File: src/rtl/pbs_hp_arbiter.sv
// HP register owner for player/AI Pokemon: arbitrates two update requesters onto one
// shared add/sub unit, sequencing each update as read/compute/write, and flags dead Pokemon.
module pbs_hp_arbiter #(
    parameter int unsigned HP_W   = 8,
    parameter int unsigned MAX_HP = 100
) (
    input  logic            clk,
    input  logic            reset_n,
    input  logic            init,
    input  logic            req0_valid,
    input  logic            req0_target,
    input  logic            req0_op,
    input  logic [HP_W-1:0] req0_amt,
    input  logic            req1_valid,
    input  logic            req1_target,
    input  logic            req1_op,
    input  logic [HP_W-1:0] req1_amt,
    output logic            req0_ack,
    output logic            req1_ack,
    output logic            busy,
    output logic            done,
    output logic            done_id,
    output logic [HP_W-1:0] p_hp,
    output logic [HP_W-1:0] ai_hp,
    output logic            p_dead,
    output logic            ai_dead
);

    localparam logic [HP_W-1:0] MAX_V   = HP_W'(MAX_HP);
    localparam logic [HP_W:0]   MAX_EXT = (HP_W+1)'(MAX_HP);

    typedef enum logic [1:0] {S_IDLE, S_READ, S_CALC, S_WRITE} state_t;

    state_t          state_q, state_d;
    logic            tgt_q, tgt_d, op_q, op_d, id_q, id_d;
    logic [HP_W-1:0] amt_q, amt_d, operand_q, operand_d, result_q, result_d;
    logic            last_grant_q, last_grant_d;
    logic [HP_W-1:0] p_hp_q, p_hp_d, ai_hp_q, ai_hp_d;
    logic            p_dead_q, p_dead_d, ai_dead_q, ai_dead_d;
    logic            ack0_q, ack0_d, ack1_q, ack1_d;
    logic            done_q, done_d, done_id_q, done_id_d, busy_q, busy_d;
    logic            gnt;
    logic [HP_W:0]   sum;

    always_ff @(posedge clk) begin
        if (!reset_n) begin
            state_q      <= S_IDLE;
            tgt_q        <= 1'b0;
            op_q         <= 1'b0;
            id_q         <= 1'b0;
            amt_q        <= '0;
            operand_q    <= '0;
            result_q     <= '0;
            last_grant_q <= 1'b1;
            p_hp_q       <= MAX_V;
            ai_hp_q      <= MAX_V;
            p_dead_q     <= 1'b0;
            ai_dead_q    <= 1'b0;
            ack0_q       <= 1'b0;
            ack1_q       <= 1'b0;
            done_q       <= 1'b0;
            done_id_q    <= 1'b0;
            busy_q       <= 1'b0;
        end else begin
            state_q      <= state_d;
            tgt_q        <= tgt_d;
            op_q         <= op_d;
            id_q         <= id_d;
            amt_q        <= amt_d;
            operand_q    <= operand_d;
            result_q     <= result_d;
            last_grant_q <= last_grant_d;
            p_hp_q       <= p_hp_d;
            ai_hp_q      <= ai_hp_d;
            p_dead_q     <= p_dead_d;
            ai_dead_q    <= ai_dead_d;
            ack0_q       <= ack0_d;
            ack1_q       <= ack1_d;
            done_q       <= done_d;
            done_id_q    <= done_id_d;
            busy_q       <= busy_d;
        end
    end

    always_comb begin
        state_d      = state_q;
        tgt_d        = tgt_q;
        op_d         = op_q;
        id_d         = id_q;
        amt_d        = amt_q;
        operand_d    = operand_q;
        result_d     = result_q;
        last_grant_d = last_grant_q;
        p_hp_d       = p_hp_q;
        ai_hp_d      = ai_hp_q;
        ack0_d       = 1'b0;
        ack1_d       = 1'b0;
        done_d       = 1'b0;
        done_id_d    = done_id_q;
        gnt          = 1'b0;
        sum          = {1'b0, operand_q} + {1'b0, amt_q};

        case (state_q)
            S_IDLE: begin
                if (req0_valid || req1_valid) begin
                    // On a tie, alternate away from the previous winner
                    gnt          = (req0_valid && req1_valid) ? ~last_grant_q : req1_valid;
                    id_d         = gnt;
                    tgt_d        = gnt ? req1_target : req0_target;
                    op_d         = gnt ? req1_op     : req0_op;
                    amt_d        = gnt ? req1_amt    : req0_amt;
                    last_grant_d = gnt;
                    ack0_d       = ~gnt;
                    ack1_d       = gnt;
                    state_d      = S_READ;
                end
            end
            S_READ: begin
                operand_d = tgt_q ? ai_hp_q : p_hp_q;
                state_d   = S_CALC;
            end
            S_CALC: begin
                if (op_q) begin
                    result_d = (sum > MAX_EXT) ? MAX_V : sum[HP_W-1:0];
                end else begin
                    result_d = (amt_q >= operand_q) ? '0 : operand_q - amt_q;
                end
                done_d    = 1'b1;
                done_id_d = id_q;
                state_d   = S_WRITE;
            end
            S_WRITE: begin
                // Battle is frozen once either side is dead
                if (!(p_dead_q || ai_dead_q)) begin
                    if (tgt_q) ai_hp_d = result_q;
                    else       p_hp_d  = result_q;
                end
                state_d = S_IDLE;
            end
            default: state_d = S_IDLE;
        endcase

        if (init) begin
            state_d = S_IDLE;
            p_hp_d  = MAX_V;
            ai_hp_d = MAX_V;
            ack0_d  = 1'b0;
            ack1_d  = 1'b0;
            done_d  = 1'b0;
        end

        p_dead_d  = (p_hp_d == '0);
        ai_dead_d = (ai_hp_d == '0);
        busy_d    = (state_d != S_IDLE);
    end

    assign req0_ack = ack0_q;
    assign req1_ack = ack1_q;
    assign busy     = busy_q;
    assign done     = done_q;
    assign done_id  = done_id_q;
    assign p_hp     = p_hp_q;
    assign ai_hp    = ai_hp_q;
    assign p_dead   = p_dead_q;
    assign ai_dead  = ai_dead_q;

endmodule

File: config.mk
export PLATFORM = sky130hd
export DESIGN_NAME = pbs_hp_arbiter
export DESIGN_NICKNAME = d
export VERILOG_FILES = /design/src/rtl/pbs_hp_arbiter.sv
export SDC_FILE = /design/constraint.sdc
export NUM_CORES = 1
export LEC_CHECK = 0
export BUFFER_PORTS_ARGS = -buffer_cell sky130_fd_sc_hd__clkbuf_2
export CELL_PAD_IN_SITES_DETAIL_PLACEMENT = 1
export CELL_PAD_IN_SITES_GLOBAL_PLACEMENT = 1
export CORE_MARGIN = 4
export CORE_UTILIZATION = 38
export DETAILED_ROUTE_END_ITERATION = 10
export GPL_TIMING_DRIVEN = 0
export PLACE_DENSITY_LB_ADDON = 0.1
export SYNTH_ARGS = -nofsm -noshare
export SYNTH_HDL_FRONTEND = slang
export SYNTH_SLANG_ARGS = --single-unit
File: constraint.sdc
create_clock -name clk -period 1.9 [get_ports clk]
set_input_delay 0.38 -clock clk [delete_from_list [all_inputs] [get_ports clk]]
set_output_delay 0.38 -clock clk [all_outputs]
set_load 0.01 [all_outputs]
==> results.json <==
{
  "outcome": "finished, violations left",
  "violations": "setup timing",
  "start_kind": "register",
  "fillCellCount": 945,
  "diodes": 0,
  "crit_arrival_ns": 2.52,
  "syn-num-nets": 419,
  "ys_ff_latch": 53,
  "nets": 493,
  "antenna_found_initial": 0,
  "netlist_area_um2": 3100,
  "worst_pin_slew_ns": 0.809,
  "yosys_warnings": 0,
  "synthArstFlopShare_pct": 0,
  "rsz0062_at_grt": "yes",
  "grt_overflow": 0,
  "areaGrowthSynthToFinish_pct": 29.6,
  "synth.avg_cell_area_um2": 8.34,
  "synth_edf_count": 0,
  "route.detailed.drc": 0,
  "numCtsBuffers": 5,
  "grt_pass1_vias": 2958,
  "start_util_pct": 39.6,
  "htreeDepth": 2,
  "wl_per_cell_um": 18.2,
  "ys_types": 56,
  "mostFrequentLayoutCell": "nand2_1",
  "antenna_left": 0,
  "power.density_nw_per_um2": 756,
  "timing.slew.headroom_pct": 45.7,
  "yosysTopAreaCellShare_pct": 34.2,
  "drive_gt1_share_pct": 32.4,
  "ctsLongestPathBuffers": 2,
  "ios": 48,
  "slew_viol_final": 0,
  "synth_area_leaders": "dfxtp_1 34%, ha_1 8.1%, nand2_1 8.0%, mux2i_1 6.8%, a21oi_1 4.0%",
  "num_vias": 2992,
  "finalWorstSetupSlack_ns": -0.421,
  "cp_common_cell": "inv_2",
  "layout_common_cells": "65 x nand2_1, 48 x clkbuf_2, 42 x dfxtp_1",
  "crit_fanout": 3,
  "drt_pass1_iterations": 7,
  "cts_sinks": 53,
  "hold_buffers": 0,
  "synth_seq_area_share_pct": 34.2,
  "viasPerCell": 5.45,
  "yosysTopAreaCell": "dfxtp_1",
  "setup_viol": 8,
  "io_buffers": 47,
  "hold_viol": 0,
  "period_share_pct": 122,
  "place_area_um2": 3520,
  "final_area_um2": 4020,
  "drv_cap": 0,
  "dieArea_um2": 9680,
  "ys.flop_type": "dfxtp_1",
  "fin_total_pwr_uw": 3040,
  "drt_wl_total_um": 10000,
  "post-route-min-period_ns": 2.32,
  "hp-class": "in2reg",
  "path_cells": "buf_4 -> ha_4 -> inv_2 -> fa_2 -> a211oi_4 -> o211ai_1 -> nand3_2 -> inv_2 -> a311oi_2 -> a211oi_2",
  "clock_latency_ns": 0.31,
  "place_congestion": 0.951,
  "syn_inst": 372,
  "p_leak_uw": 0.00175,
  "critPathKind": "reg2reg",
  "clkTransAtPathRegs_ns": 0.11,
  "cts_root_buf": "clkbuf_8",
  "slowest_delay_ns": 0.42,
  "grtUsageTotal_pct": 20.0,
  "cts_tree": "yes",
  "dp_hpwl_um": 7260,
  "max_freq_ghz": 0.431,
  "required_ns": 2.10,
  "worst_path_max_delay_cell": "fa_2",
  "die-width_um": 98.4,
  "vdd_ir_drop_max_v": 0.000401,
  "coreArea_um2": 7850,
  "clock_skew_ns": 0.00722,
  "num_rows": 32,
  "grt_pass1_wl_um": 15700,
  "drt_iter0_drc": 131,
  "critPathCaptureType": "register",
  "grt_max_degree": 18,
  "die-height_um": 98.4
}
worst paths after layout:
path,startpoint,end,slack (ns),cells after the start
max,amt_q[0],result_q[5],-0.42,10
min,req0_amt[6],amt_q[6],0.41,4
max reg2reg,amt_q[0],result_q[5],-0.42,10
min reg2reg,id_q,id_q,0.48,2
worst max-delay path, delay by kind of cell, from the launching register on:
family / cells / cell delay (ns)
AO/OA/AOI/OAI: 4 / 0.86
adder cells (fa/ha/maj): 2 / 0.55
buffers and inverters: 3 / 0.22
flip-flops: 1 / 0.40
AND/OR/NAND/NOR: 1 / 0.18
stage by stage:
stage                     TNS (ns)  utilization, %  instances  setup WS (ns)  hold slack, ns
after CTS                    -2.51            48.2        538         -0.370           0.412
after detailed placement     -3.64            44.9        521         -0.505           0.465
after global routing         -3.46            51.3        549         -0.503           0.431
final                        -2.79            51.3        549         -0.421           0.414
after floorplan             -0.380               -        372         -0.126           0.443
after global placement       -3.61            44.9        521         -0.512           0.458
cell type report:
type                            instances  area [um^2]  share of cell area (%)
Buffer                                 21          116                    2.89
Clock buffer                            5         68.8                    1.71
Clock inverter                          3         43.8                    1.09
Inverter                               18         70.1                    1.74
Multi-Input combinational cell        280         2120                    52.8
Sequential cell                        53         1090                    27.1
Tap cell                              102          128                    3.17
Timing Repair Buffer                   67          383                    9.51
registers in the layout, summed over array words and instances (netlist names), 2 cells and up:
signal / flops
ai_hp: 8
amt_q: 8
result_q: 8
p_hp: 8
operand_q: 8
state_q: 2
what timing repair did:
action,CTS,global route
pin swaps,20,27
endpoints found under the setup margin,8,15
resized for setup,22,41
gates cloned,0,1
buffers inserted,9,10
layer usage:
metal / track usage [%] / vias up / wire [um]
met2: 31.8 / 67 / 4700
li1: - / 1455 / -
met4: 4.41 / 0 / 201
met1: 28.7 / 1454 / 4730
met3: 3.00 / 16 / 374
met5: 0 / - / 0
where the power goes:
part           leakage, uW  switching, uW  internal (uW)
sequential        0.000438           62.2           1170
combinational      0.00125            551            455
clock            0.0000585            413            396
total              0.00175           1030           2020
cells in the mapped netlist (all sizes together), types with 2 or more instances:
master and instances:
buf 7, nor3b 2, fa 2, or4 3
o22ai 3, o211ai 3, mux2i 21, clkbuf 14
a21oi 25, nor2 15, o21ai 16, xnor2 6
a31oi 2, a21boi 3, inv 18, or2 4
o21a 3, o31ai 2, ha 20, a211oi 5
o211a 12, nor3 14, nor2b 9, nand2 66
dfxtp 53, and3 9, nand4bb 2, nand3 10
a32o 2, nand2b 4, or3 2, nand4 2
kinds of logic (layout without fill, tap and decap cells):
group | after synthesis | after routing | synth area share [%]
buffers and inverters | 39 | 114 | 5.16
adders and majority gates | 22 | 22 | 9.35
and+or+nand+nor | 144 | 144 | 22.5
DFF | 53 | 53 | 34.2
muxes | 21 | 21 | 6.77
xor gates and xnor gates | 7 | 7 | 1.98
AOI/OAI and AO/OA | 86 | 86 | 20.0
Note: power is estimated with default switching activity, not from simulation.
